[src/rtl/delay_path_probe_ctrl_if.sv]
// Signal bundle between the measurement host / delay path and delay_path_probe_ctrl.
// The slave modport is the controller's view; master is the host/path side.
interface delay_path_probe_ctrl_if #(
  parameter int CNT_W  = 16,
  parameter int WAIT_W = 8
);
  logic              start;
  logic              abort;
  logic [CNT_W-1:0]  trials;
  logic [WAIT_W-1:0] settle_cycles;
  logic [1:0]        ht_mode;
  logic              exp_invert;
  logic              path_in;
  logic              path_out;
  logic              ht_in1;
  logic              ht_in2;
  logic              busy;
  logic              done;
  logic [CNT_W-1:0]  trial_count;
  logic [CNT_W-1:0]  err_count;
  logic [CNT_W-1:0]  first_err_idx;

  modport master (
    output start, abort, trials, settle_cycles, ht_mode, exp_invert, path_out,
    input  path_in, ht_in1, ht_in2, busy, done, trial_count, err_count, first_err_idx
  );

  modport slave (
    input  start, abort, trials, settle_cycles, ht_mode, exp_invert, path_out,
    output path_in, ht_in1, ht_in2, busy, done, trial_count, err_count, first_err_idx
  );
endinterface

[src/rtl/delay_path_probe_ctrl.sv]
// Trial sequencer for a single instrumented delay path with a two-input trigger gate.
// Optional macro PATH_OUT_SYNC_EN inserts a 2-flop synchronizer on path_out.
module delay_path_probe_ctrl #(
  parameter int CNT_W  = 16,
  parameter int WAIT_W = 8
) (
  input  logic clk,
  input  logic rst_n,
  delay_path_probe_ctrl_if.slave io
);

  localparam int WC_W = WAIT_W + 2;

  typedef enum logic [2:0] {
    S_IDLE,
    S_LAUNCH,
    S_WAIT,
    S_CAPTURE,
    S_DONE
  } state_t;

  state_t state, next_state;

  // Run configuration, captured on an accepted start
  logic [CNT_W-1:0]  trials_q;
  logic [WAIT_W-1:0] settle_q;
  logic [1:0]        mode_q;
  logic              exp_inv_q;

  logic [WC_W-1:0]   wait_cnt, wait_cnt_d, wait_load;
  logic [WAIT_W-1:0] settle_eff;

  logic              lvl, lvl_d;
  logic              path_in_q;
  logic [1:0]        ht_q, ht_d;
  logic              busy_q, busy_d;
  logic              done_q, done_d;
  logic [CNT_W-1:0]  tcnt, tcnt_d, tcnt_inc;
  logic [CNT_W-1:0]  ecnt, ecnt_d;
  logic [CNT_W-1:0]  fidx, fidx_d;

  logic              accept;
  logic              sample;
  logic              mismatch;

  function automatic logic [CNT_W-1:0] sat_inc(input logic [CNT_W-1:0] v);
    return (v == '1) ? v : v + CNT_W'(1);
  endfunction

`ifdef PATH_OUT_SYNC_EN
  localparam int WAIT_EXTRA = 2;

  logic path_out_p0, path_out_p1;

  // Synchronizer stages: p0 then p1 feeds the compare
  always_ff @(posedge clk) begin
    path_out_p0 <= io.path_out;
    path_out_p1 <= path_out_p0;
  end

  assign sample = path_out_p1;
`else
  localparam int WAIT_EXTRA = 0;

  assign sample = io.path_out;
`endif

  assign accept     = (state == S_IDLE) && io.start && !io.abort;
  assign settle_eff = (settle_q == '0) ? WAIT_W'(1) : settle_q;
  // Synchronizer latency is absorbed into WAIT so the sample point stays put
  assign wait_load  = WC_W'(settle_eff) + WC_W'(WAIT_EXTRA);
  assign tcnt_inc   = tcnt + CNT_W'(1);
  assign mismatch   = sample != (path_in_q ^ exp_inv_q);

  always_ff @(posedge clk) begin
    if (!rst_n) begin
      state <= S_IDLE;
    end else begin
      state <= next_state;
    end
  end

  always_comb begin
    next_state = state;
    case (state)
      S_IDLE: begin
        if (accept) begin
          next_state = (io.trials == '0) ? S_DONE : S_LAUNCH;
        end
      end
      S_LAUNCH:  next_state = S_WAIT;
      S_WAIT: begin
        if (wait_cnt <= WC_W'(1)) begin
          next_state = S_CAPTURE;
        end
      end
      S_CAPTURE: next_state = (tcnt_inc == trials_q) ? S_DONE : S_LAUNCH;
      S_DONE:    next_state = S_IDLE;
      default:   next_state = S_IDLE;
    endcase
    if (io.abort) begin
      next_state = S_IDLE;
    end
  end

  always_comb begin
    lvl_d      = lvl;
    wait_cnt_d = wait_cnt;
    tcnt_d     = tcnt;
    ecnt_d     = ecnt;
    fidx_d     = fidx;
    if (io.abort) begin
      if (state != S_IDLE) begin
        lvl_d = 1'b0;
      end
    end else begin
      case (state)
        S_IDLE: begin
          if (accept) begin
            tcnt_d = '0;
            ecnt_d = '0;
            fidx_d = '1;
          end
        end
        S_LAUNCH: begin
          lvl_d      = ~lvl;
          wait_cnt_d = wait_load;
        end
        S_WAIT: wait_cnt_d = wait_cnt - WC_W'(1);
        S_CAPTURE: begin
          tcnt_d = tcnt_inc;
          if (mismatch) begin
            ecnt_d = sat_inc(ecnt);
            if (ecnt == '0) begin
              fidx_d = tcnt;
            end
          end
        end
        default: ;
      endcase
    end
    busy_d = (next_state != S_IDLE);
    done_d = (next_state == S_DONE);
    // On the accepting cycle the latched mode is not yet visible, so use the input
    if (next_state == S_IDLE) begin
      ht_d = 2'b00;
    end else if (state == S_IDLE) begin
      ht_d = io.ht_mode;
    end else begin
      ht_d = mode_q;
    end
  end

  always_ff @(posedge clk) begin
    if (!rst_n) begin
      lvl       <= 1'b0;
      path_in_q <= 1'b0;
      ht_q      <= 2'b00;
      busy_q    <= 1'b0;
      done_q    <= 1'b0;
      tcnt      <= '0;
      ecnt      <= '0;
      fidx      <= '1;
    end else begin
      lvl       <= lvl_d;
      path_in_q <= lvl_d;
      ht_q      <= ht_d;
      busy_q    <= busy_d;
      done_q    <= done_d;
      tcnt      <= tcnt_d;
      ecnt      <= ecnt_d;
      fidx      <= fidx_d;
    end
  end

  always_ff @(posedge clk) begin
    if (accept) begin
      trials_q  <= io.trials;
      settle_q  <= io.settle_cycles;
      mode_q    <= io.ht_mode;
      exp_inv_q <= io.exp_invert;
    end
    wait_cnt <= wait_cnt_d;
  end

  assign io.path_in       = path_in_q;
  assign io.ht_in1        = ht_q[0];
  assign io.ht_in2        = ht_q[1];
  assign io.busy          = busy_q;
  assign io.done          = done_q;
  assign io.trial_count   = tcnt;
  assign io.err_count     = ecnt;
  assign io.first_err_idx = fidx;

endmodule

[src/flat_wrapper.sv]
// flat-port wrapper written by rule: the top's interface ports become plain ports
module delay_path_probe_ctrl_flat 
#(
  parameter int CNT_W  = 16,
  parameter int WAIT_W = 8
)
  (clk, rst_n, io_start, io_abort, io_trials, io_settle_cycles, io_ht_mode, io_exp_invert, io_path_out, io_path_in, io_ht_in1, io_ht_in2, io_busy, io_done, io_trial_count, io_err_count, io_first_err_idx);
  delay_path_probe_ctrl_if #(.CNT_W(CNT_W), .WAIT_W(WAIT_W)) io_i ();
  input  logic clk;
  input  logic rst_n;
  input wire logic [$bits(io_i.start)-1:0] io_start;
  input wire logic [$bits(io_i.abort)-1:0] io_abort;
  input wire logic [$bits(io_i.trials)-1:0] io_trials;
  input wire logic [$bits(io_i.settle_cycles)-1:0] io_settle_cycles;
  input wire logic [$bits(io_i.ht_mode)-1:0] io_ht_mode;
  input wire logic [$bits(io_i.exp_invert)-1:0] io_exp_invert;
  input wire logic [$bits(io_i.path_out)-1:0] io_path_out;
  output wire logic [$bits(io_i.path_in)-1:0] io_path_in;
  output wire logic [$bits(io_i.ht_in1)-1:0] io_ht_in1;
  output wire logic [$bits(io_i.ht_in2)-1:0] io_ht_in2;
  output wire logic [$bits(io_i.busy)-1:0] io_busy;
  output wire logic [$bits(io_i.done)-1:0] io_done;
  output wire logic [$bits(io_i.trial_count)-1:0] io_trial_count;
  output wire logic [$bits(io_i.err_count)-1:0] io_err_count;
  output wire logic [$bits(io_i.first_err_idx)-1:0] io_first_err_idx;
  assign io_i.start = io_start;
  assign io_i.abort = io_abort;
  assign io_i.trials = io_trials;
  assign io_i.settle_cycles = io_settle_cycles;
  assign io_i.ht_mode = io_ht_mode;
  assign io_i.exp_invert = io_exp_invert;
  assign io_i.path_out = io_path_out;
  assign io_path_in = io_i.path_in;
  assign io_ht_in1 = io_i.ht_in1;
  assign io_ht_in2 = io_i.ht_in2;
  assign io_busy = io_i.busy;
  assign io_done = io_i.done;
  assign io_trial_count = io_i.trial_count;
  assign io_err_count = io_i.err_count;
  assign io_first_err_idx = io_i.first_err_idx;
  delay_path_probe_ctrl #(.CNT_W(CNT_W), .WAIT_W(WAIT_W)) u_core (.clk(clk), .rst_n(rst_n), .io(io_i));
endmodule
[config.mk]
export PLATFORM = sky130hd
export DESIGN_NAME = delay_path_probe_ctrl_flat
export DESIGN_NICKNAME = d
export VERILOG_FILES = /design/src/rtl/delay_path_probe_ctrl_if.sv /design/src/rtl/delay_path_probe_ctrl.sv /design/src/flat_wrapper.sv
export SDC_FILE = /design/constraint.sdc
export NUM_CORES = 1
export LEC_CHECK = 0
export ABC_AREA = 1
export CAP_MARGIN = 20
export CORE_ASPECT_RATIO = 0.9
export CORE_MARGIN = 2
export CORE_UTILIZATION = 50
export DETAILED_ROUTE_END_ITERATION = 10
export PLACE_DENSITY = 0.84
export SLEW_MARGIN = 20
export SYNTH_ARGS = -nofsm -noshare
export SYNTH_HDL_FRONTEND = slang
export SYNTH_SLANG_ARGS = --single-unit
[constraint.sdc]
create_clock -name clk -period 3.5 [get_ports clk]
set_input_delay 0.525 -clock clk [delete_from_list [all_inputs] [get_ports clk]]
set_output_delay 0.525 -clock clk [all_outputs]
set_load 0.02 [all_outputs]
==> impl_metrics.py <==
metrics = {
    "critical_path": {
        "crit_type": "flip-flop to flip-flop",
        "critPathCaptureType": "flip-flop",
        "required_ps": 3800,
        "worstPathMaxFanout": 18,
        "arrival_ps": 2800,
        "reg2regPathDepth": 9,
        "startpoint_type": "flip-flop",
    },
    "power_and_ir_drop": {
        "combPwrFrac": 0.096,
        "leakagePower_nw": 2.23,
        "seq_power_share": 0.565,
        "peakVddDrop_v": 0.000275,
        "swShare": 0.243,
        "power.internal_mw": 1.59,
        "clkPwrFrac": 0.339,
        "power_density_nw_per_um2": 357,
        "p_switching_mw": 0.510,
    },
    "job": {
        "drv_cap": 0,
    },
    "synthesis": {
        "synth.yosys.seq_area_share": 0.473,
        "netlist_area_sq_um": 4720,
        "synthCells": 604,
        "ys_ff_latch": 93,
        "postSynthAreaPerCell_sq_um": 7.81,
        "async_reset_ff_frac": 0,
        "syn-num-nets": 641,
        "synth_top_flop_cell": "dfxtp_1",
        "yosysWarnings": 0,
        "synth_cell_types": 41,
        "synth-edff-count": 37,
    },
    "placement": {
        "io_buffers": 84,
        "hpwl_um": 8420,
        "place_congestion": 0.946,
        "pre_cts_slack_ps": 836,
    },
    "route": {
        "finalWirelength_um": 11100,
        "via_per_inst": 5.43,
        "dr_total_vias": 4430,
        "drtPass1Iterations": 5,
        "drcViolationCount": 0,
        "drt_first_iter_violations": 294,
        "ant_nets": 0,
        "avgRoutedWirePerCell_um": 13.7,
    },
    "grt": {
        "first_global_vias": 4190,
        "grt_max_degree": 38,
        "grt_use_total": 0.231,
        "grt_pass1_wl_um": 19000,
        "overflow": 0,
        "antenna_found_initial": 0,
    },
    "cells_and_area": {
        "nets": 726,
        "antenna_cells": 0,
        "drive_above_1_share": 0.0865,
        "final_common_cell": "nand2_1",
        "layout_common_cells": "nand2_1, clkdlybuf4s50_1, inv_1",
        "area_growth_pct": 24.5,
    },
    "clocking": {
        "cts_resized": 0,
        "cts_root_buf": "clkbuf_8",
        "path_clk_slew_ps": 90,
        "cts_setup_buffers": 0,
        "clk-insertion-delay-late_ps": 360,
        "cts_tree": "yes",
        "hold_buffers": 0,
        "clockBufferDepth": 2,
        "clkSinkCount": 93,
        "htree_levels": 3,
        "cts_buffers": 9,
    },
    "sta": {
        "setup_viol": 0,
        "fin_crit_sh": 0.714,
        "rsz0062_at_grt": "no",
        "setup_tns_ps": 0,
        "slew_headroom": 0.539,
        "hold_violations": 0,
        "setup_slack_ps": 1000,
        "period_minus_slack_ps": 2500,
        "slew_violations": 0,
        "fin_worst_skew_ps": 14.5,
        "clock.fmax_ghz": 0.400,
        "worst_pin_slew_ps": 691,
    },
    "floorplanning": {
        "die_area_sq_um": 10200,
        "die_y_um": 96.1,
        "io_pins": 85,
        "initial_core_util": 0.517,
        "rows": 33,
        "core_sq_um": 9130,
        "die_w_um": 106,
    },
    "hold_path": {
        "holdPathStages": 2,
        "hold_class": "flip-flop to flip-flop",
    },
    "run_status": {
        "outcome": "complete, no violations",
    },
}
layout make-up:
type                    count  area, sq um
multi-input cells         422         2140
flip-flops and latches     93         2230
fillers                   756         3250
inverters                  76          287
repair buffers             87          863
well taps                 122          153
clock inverters             7         72.6
clock buffers               9          124
synthesized netlist by cell type (all sizes together), types with 2 or more instances:
library cell,instances,area [sq um]
o21ai,31,155
edfxtp,37,1110
nand2,155,614
nand3b,4,30.0
a31oi,3,18.8
clkbuf,8,31.3
xnor2,4,35.0
nor2,56,263
nand4,19,119
nor4,4,25.0
nand3,56,300
dfxtp,56,1120
inv,75,282
a21oi,49,245
ha,5,62.6
and2,2,13.8
buf,5,25.0
mux2i,2,20.0
a211oi,3,22.5
nor3,14,90.1
xor2,6,52.6
critical path, cell delays in order, from the launching register on:
cell     delay [ps]
dfxtp_1         420
nand3_2         290
inv_2           290
nand2_1          80
o21ai_1         120
and2_2          210
nand2_1         350
inv_1           420
o21ai_0         170
nand2_1         100
cells by family after synthesis:
family / after synthesis / synth area share
buf+inv: 89 / 0.0727
flops: 93 / 0.473
fa+ha+maj: 5 / 0.0133
compound gates: 94 / 0.108
simple gates: 311 / 0.310
mux: 2 / 0.00425
xor+xnor: 10 / 0.0186
power groups by stage:
stage	logic [mW]	clock network [mW]	registers, mW
final	0.201	0.711	1.18
after global routing	0.222	0.772	1.19
after CTS	0.201	0.729	1.18
after detailed placement	0.201	0	1.21
after global placement	0.195	0	1.21
after floorplan	0.0889	0	1.22
final timing paths:
check,startpoint,to,slack (ps)
hold / removal,u_core.io.first_err_idx[6],u_core.io.first_err_idx[6],470
setup / recovery,u_core.state[0],u_core.io.first_err_idx[12],1000
setup reg to reg,u_core.state[0],u_core.io.first_err_idx[12],1000
hold reg to reg,u_core.io.first_err_idx[6],u_core.io.first_err_idx[6],470
registers in the layout (all words and copies together), names as in the netlist, 2 cells and up:
name                     count
u_core.ht_q                  2
u_core.io.err_count         16
u_core.io.first_err_idx     16
u_core.io.trial_count       16
u_core.mode_q                2
u_core.settle_q              8
u_core.state                 3
u_core.trials_q             16
u_core.wait_cnt             10
metal layers:
metal | vias to the layer above | global-route usage | routed length (um)
met1 | 2024 | 0.288 | 4750
met3 | 23 | 0.0454 | 853
met2 | 188 | 0.399 | 5340
met4 | 0 | 0.0899 | 205
met5 | - | 0 | 0
li1 | 2195 | - | -
metrics by stage:
| step | cell area (sq um) | util | std cells | hold WS (ps) | total power [mW] |
|---|---|---|---|---|---|
| 5_1_grt | 5870 | 0.643 | 816 | 488 | 2.18 |
| 3_3_place_gp | 5680 | 0.622 | 800 | 442 | 1.40 |
| 2_1_floorplan | 4720 | - | 604 | 471 | 1.31 |
| 4_1_cts | 5870 | 0.643 | 816 | 474 | 2.11 |
| 3_5_place_dp | 5680 | 0.622 | 800 | 455 | 1.41 |
| 6_report | 5870 | 0.643 | 816 | 468 | 2.10 |
Power figures use the tool's default switching activity.
==> patch 1: new RTL, config.mk and constraints unchanged <==
The 5 states of `state_t` get a one-hot encoding in 5 bits.
--- a/src/rtl/delay_path_probe_ctrl.sv
+++ b/src/rtl/delay_path_probe_ctrl.sv
@@ -11,12 +11,12 @@
 
   localparam int WC_W = WAIT_W + 2;
 
-  typedef enum logic [2:0] {
-    S_IDLE,
-    S_LAUNCH,
-    S_WAIT,
-    S_CAPTURE,
-    S_DONE
+  typedef enum logic [4:0] {
+    S_IDLE    = 5'b00001,
+    S_LAUNCH  = 5'b00010,
+    S_WAIT    = 5'b00100,
+    S_CAPTURE = 5'b01000,
+    S_DONE    = 5'b10000
   } state_t;
 
   state_t state, next_state;
Formal check against the unedited RTL: same outputs for any inputs over 10 cycles, from zero or initial values and one cycle with rst_n low; not proved beyond that.
==> patch 1 against the original RTL <==
- synthesized area rose by 3.6%
- register-to-register slack improved by 0.22 ns
- sequential cell count rose by 2
- final cell count rose by 4.9%
- final area rose by 3.7%
- setup slack improved by 0.16 ns
- count of clock-buffer cells in the layout rose by 1
- total power rose by 8.4%
- critical path depth rose by 1
- routed wire length rose by 8.6%
- critical endpoint is now u_core.io.trial_count[14]
- largest cell class is now multi-input combinational cells
==> patch 1: results (changes against the original RTL) <==
Outcome -> finished, final reports clean
CP peak stage delay -> 0.52 ns (+0.10 ns)
Fraction of registers with async set/reset -> 0% (unchanged)
Detailed Place HPWL -> 8.83 mm (+4.9%)
Largest net degree at the start of global routing -> 39 (+2.6%)
Met2 Resource Use GR -> 37.3% (-2.6 points)
VDD IR-drop max -> 0.250 mV (-8.9%)
GPL Wtd Cong -> 0.918 (-2.9%)
Top cells by area, synth -> dfxtp_1, edfxtp_1, nand2_1
GR met1 Demand/Resource -> 30.4% (+1.6 points)
Synth top cells by count -> nand2_1, nor2_1, inv_1, dfxtp_1, a21oi_1
Worst slew margin -> 55.5% (+1.6 points)
Wire per inst -> 14.1 µm (+3.5%)
DR vias -> 4781 (+7.9%)
Synth Instances -> 641 (+6.1%)
Global-route wire length before repair -> 19.7 mm (+4.0%)
Met3 Usage GRT -> 4.87% (+0.34 points)
Drt initial violations -> 477 (+62%)
Reg2reg setup slack -> 1.22 ns (+0.22 ns)
Syn_nets -> 678 (+5.8%)
Max stage delay cell, worst path -> clkdlybuf4s50_1
Critical path peak fanout -> 23 (+5)
Sequential area share after synthesis -> 46.5% (-0.81 points)
Post-CTS resize count -> 0 (unchanged)
Synth unique cells -> 37 (-9.8%)
Layout Skew -> 0.00908 ns (-0.00542 ns)
Share of cells above drive strength 1 -> 5.21% (-3.4 points)
Pleak -> 2.28 nW (+2.2%)
==> patch 1: changes by cell type in the layout (fill, tap and decap cells not counted), moves of 6 or more <==
cell / delta
nor4_1: +7
nor2_1: +34
inv_2: -6
o21ai_1: +7
a21oi_1: +8
nand2_2: -7
==> patch 1: report_power, final <==
| group | switching (mW) | internal (mW) |
|---|---|---|
| Sequential | 0.0240 | 1.18 |
| Clock | 0.389 | 0.480 |
| Combinational | 0.108 | 0.0894 |
==> patch 1: kinds of logic after synthesis <==
kind of cell	Yosys count	share of synthesized area, %
flops	95	46.5
buf+inv	85	6.89
xor+xnor	13	2.61
compound gates	103	11.3
simple gates	340	31.4
fa+ha+maj	5	1.28
==> patch 1: final timing paths <==
path | from | to | cells after the start
worst min register to register | u_core.io.first_err_idx[9] | u_core.io.first_err_idx[9] | 2
worst max-delay path | io_abort | u_core.io.trial_count[14] | 10
worst min-delay path | u_core.io.first_err_idx[9] | u_core.io.first_err_idx[9] | 2
worst max register to register | u_core.io.err_count[0] | u_core.io.err_count[6] | 9
==> patch 1: metal layers <==
metal  wire (µm)  vias to the layer above  part of all wire (%)
li1            -                     2336                     -
met2        5620                      254                    46
met3        1030                       34                   8.5
met5           0                        -                     0
met1        5220                     2157                    43
met4         239                        0                   2.0
==> patch 1: through the flow <==
| step | worst slack (ns) | std cells | area [µm²] | hold WS (ns) | util, % |
|---|---|---|---|---|---|
| finish | 1.16 | 856 | 6090 | 0.476 | 63.6 |
| global route | 0.912 | 856 | 6090 | 0.508 | 63.6 |
| CTS | 1.21 | 856 | 6080 | 0.487 | 63.6 |
| detailed placement | 0.849 | 840 | 5840 | 0.465 | 61.0 |
| global placement | 0.960 | 840 | 5840 | 0.455 | 61.0 |
| floorplan | 1.30 | 641 | 4880 | 0.475 | - |
==> patch 1: final cells by class <==
class | count | area (µm²)
well taps | 126 | 158
clock buffers | 10 | 128
inverters | 70 | 265
clock inverters | 6 | 115
flip-flops and latches | 95 | 2270
repair buffers | 88 | 871
fillers | 771 | 3480
multi-input cells | 461 | 2280
==> patch 1: worst reg2reg max path, stage by stage (launching register included) <==
cell and delay (ns):
dfxtp_1 0.52, ha_1 0.28, nand2_1 0.09, nor3_1 0.43
nand4_1 0.23, nand2_4 0.24, inv_4 0.12, nand2_1 0.10
o21ai_0 0.08, nor2_1 0.12
==> patch 2: new RTL, same flow settings <==
Without the edit above. `CNT_W` is set to 16 in 3 places; all go to 14.
--- a/src/rtl/delay_path_probe_ctrl_if.sv
+++ b/src/rtl/delay_path_probe_ctrl_if.sv
@@ -1,7 +1,7 @@
 // Signal bundle between the measurement host / delay path and delay_path_probe_ctrl.
 // The slave modport is the controller's view; master is the host/path side.
 interface delay_path_probe_ctrl_if #(
-  parameter int CNT_W  = 16,
+  parameter int CNT_W  = 14,
   parameter int WAIT_W = 8
 );
   logic              start;
--- a/src/rtl/delay_path_probe_ctrl.sv
+++ b/src/rtl/delay_path_probe_ctrl.sv
@@ -1,7 +1,7 @@
 // Trial sequencer for a single instrumented delay path with a two-input trigger gate.
 // Optional macro PATH_OUT_SYNC_EN inserts a 2-flop synchronizer on path_out.
 module delay_path_probe_ctrl #(
-  parameter int CNT_W  = 16,
+  parameter int CNT_W  = 14,
   parameter int WAIT_W = 8
 ) (
   input  logic clk,
--- a/src/flat_wrapper.sv
+++ b/src/flat_wrapper.sv
@@ -1,7 +1,7 @@
 // flat-port wrapper written by rule: the top's interface ports become plain ports
 module delay_path_probe_ctrl_flat 
 #(
-  parameter int CNT_W  = 16,
+  parameter int CNT_W  = 14,
   parameter int WAIT_W = 8
 )
   (clk, rst_n, io_start, io_abort, io_trials, io_settle_cycles, io_ht_mode, io_exp_invert, io_path_out, io_path_in, io_ht_in1, io_ht_in2, io_busy, io_done, io_trial_count, io_err_count, io_first_err_idx);
Ports: changed (resized io_err_count, io_first_err_idx, io_trial_count and io_trials); port bits go from 85 to 77. The function was not compared with the original's and may differ.
==> patch 2 against the original RTL <==
- critical path depth is 3 lower
- setup slack better by 0.13 ns
- count of clock-buffer cells in the layout unchanged
- critical endpoint is now u_core.io.err_count[9]
- final area down 11%
- total power fell by 10%
- global-route usage shrank 0.66 points
- register-to-register slack better by 0.15 ns
- clock power down 9.6%
- routed wire length decreased by 11%
- sequential power down 8%
- first-iteration DRC count fell by 33%
- synthesized area shrank 11%
- sequential cell count decreased by 8
==> patch 2: results (changes against the original RTL) <==
Largest net degree at the start of global routing -> 30 (-21%)
Worst slew margin -> 40.0% (-14 points)
Share of cells above drive strength 1 -> 6.33% (-2.3 points)
Pleak -> 2.07 nW (-7.0%)
Drt initial violations -> 197 (-33%)
VDD IR-drop max -> 0.295 mV (+7.5%)
DR WL met2 -> 4.77 mm (-11%)
Outcome -> finished, final reports clean
GR met1 Demand/Resource -> 29.9% (+1.1 points)
Wire per inst -> 13.8 µm (+1.3%)
Placed Instance Area -> 5030 µm² (-11%)
Metal-1 WL -> 4.33 mm (-8.8%)
Drt pass-1 iters -> 6 (+1)
Top cells by area, synth -> edfxtp_1, dfxtp_1, nand2_1
Post-synth EDFFs -> 35 (-5.4%)
Worst hold slack -> 0.470 ns (+0.00202 ns)
Met2 Resource Use GR -> 37.0% (-2.9 points)
Vias per cell -> 5.38 (-0.82%)
Global-route wire length before repair -> 16.5 mm (-13%)
CP peak stage delay -> 0.61 ns (+0.19 ns)
Synth top cells by count -> nand2_1, inv_1, dfxtp_1, nor2_1, a21oi_1
GPL Wtd Cong -> 0.946 (about the same)
End of the worst register-to-register path -> u_core.ht_q[1]
Worst r2r path cells -> 16 (+7)
Final Cycle Share -> 67.6% (-3.8 points)
Worst r2r src -> u_core.io.trial_count[1]
GR Util All Layers -> 22.4% (-0.66 points)
Layout Skew -> 0.00640 ns (-0.00810 ns)
Reg2reg setup slack -> 1.15 ns (+0.15 ns)
Class of the most critical setup path -> in2reg
Vias in the first global route -> 3545 (-15%)
Synth Instances -> 535 (-11%)
Synth unique cells -> 38 (-7.3%)
Setup slack at placement -> 0.784 ns (-0.0516 ns)
Nets -> 646 (-11%)
Worst Hold Path EP -> u_core.io.first_err_idx[8]
Met3 Usage GRT -> 4.80% (+0.26 points)
Critical path endpoint -> u_core.io.err_count[9]
Syn_nets -> 570 (-11%)
patch 2: cells by family after synthesis:
kind of cell | count (synthesis) | synth area share, %
AOI/OAI and AO/OA | 81 | 10.4
xor gates and xnor gates | 6 | 1.26
adders and majority gates | 5 | 1.49
buffers and inverters | 80 | 7.29
DFF | 85 | 49.0
and+or+nand+nor | 278 | 30.5
patch 2: area by class of cell:
type / count / area (µm²)
clock buffer: 9 / 124
clock inverter: 7 / 58.8
fill: 684 / 2900
inverter: 68 / 256
multi-input combinational: 370 / 1830
sequential: 85 / 2050
tap: 99 / 124
timing repair buffer: 77 / 768
patch 2: critical path: cells and delay by family:
kind | cells | cell delay (ns)
buffers and inverters | 3 | 1.20
AOI/OAI and AO/OA | 2 | 0.31
and+or+nand+nor | 1 | 0.61
patch 2: power by group:
group	switching, mW	internal, mW
combinational	0.0868	0.0762
clock	0.375	0.268
sequential	0.0172	1.06
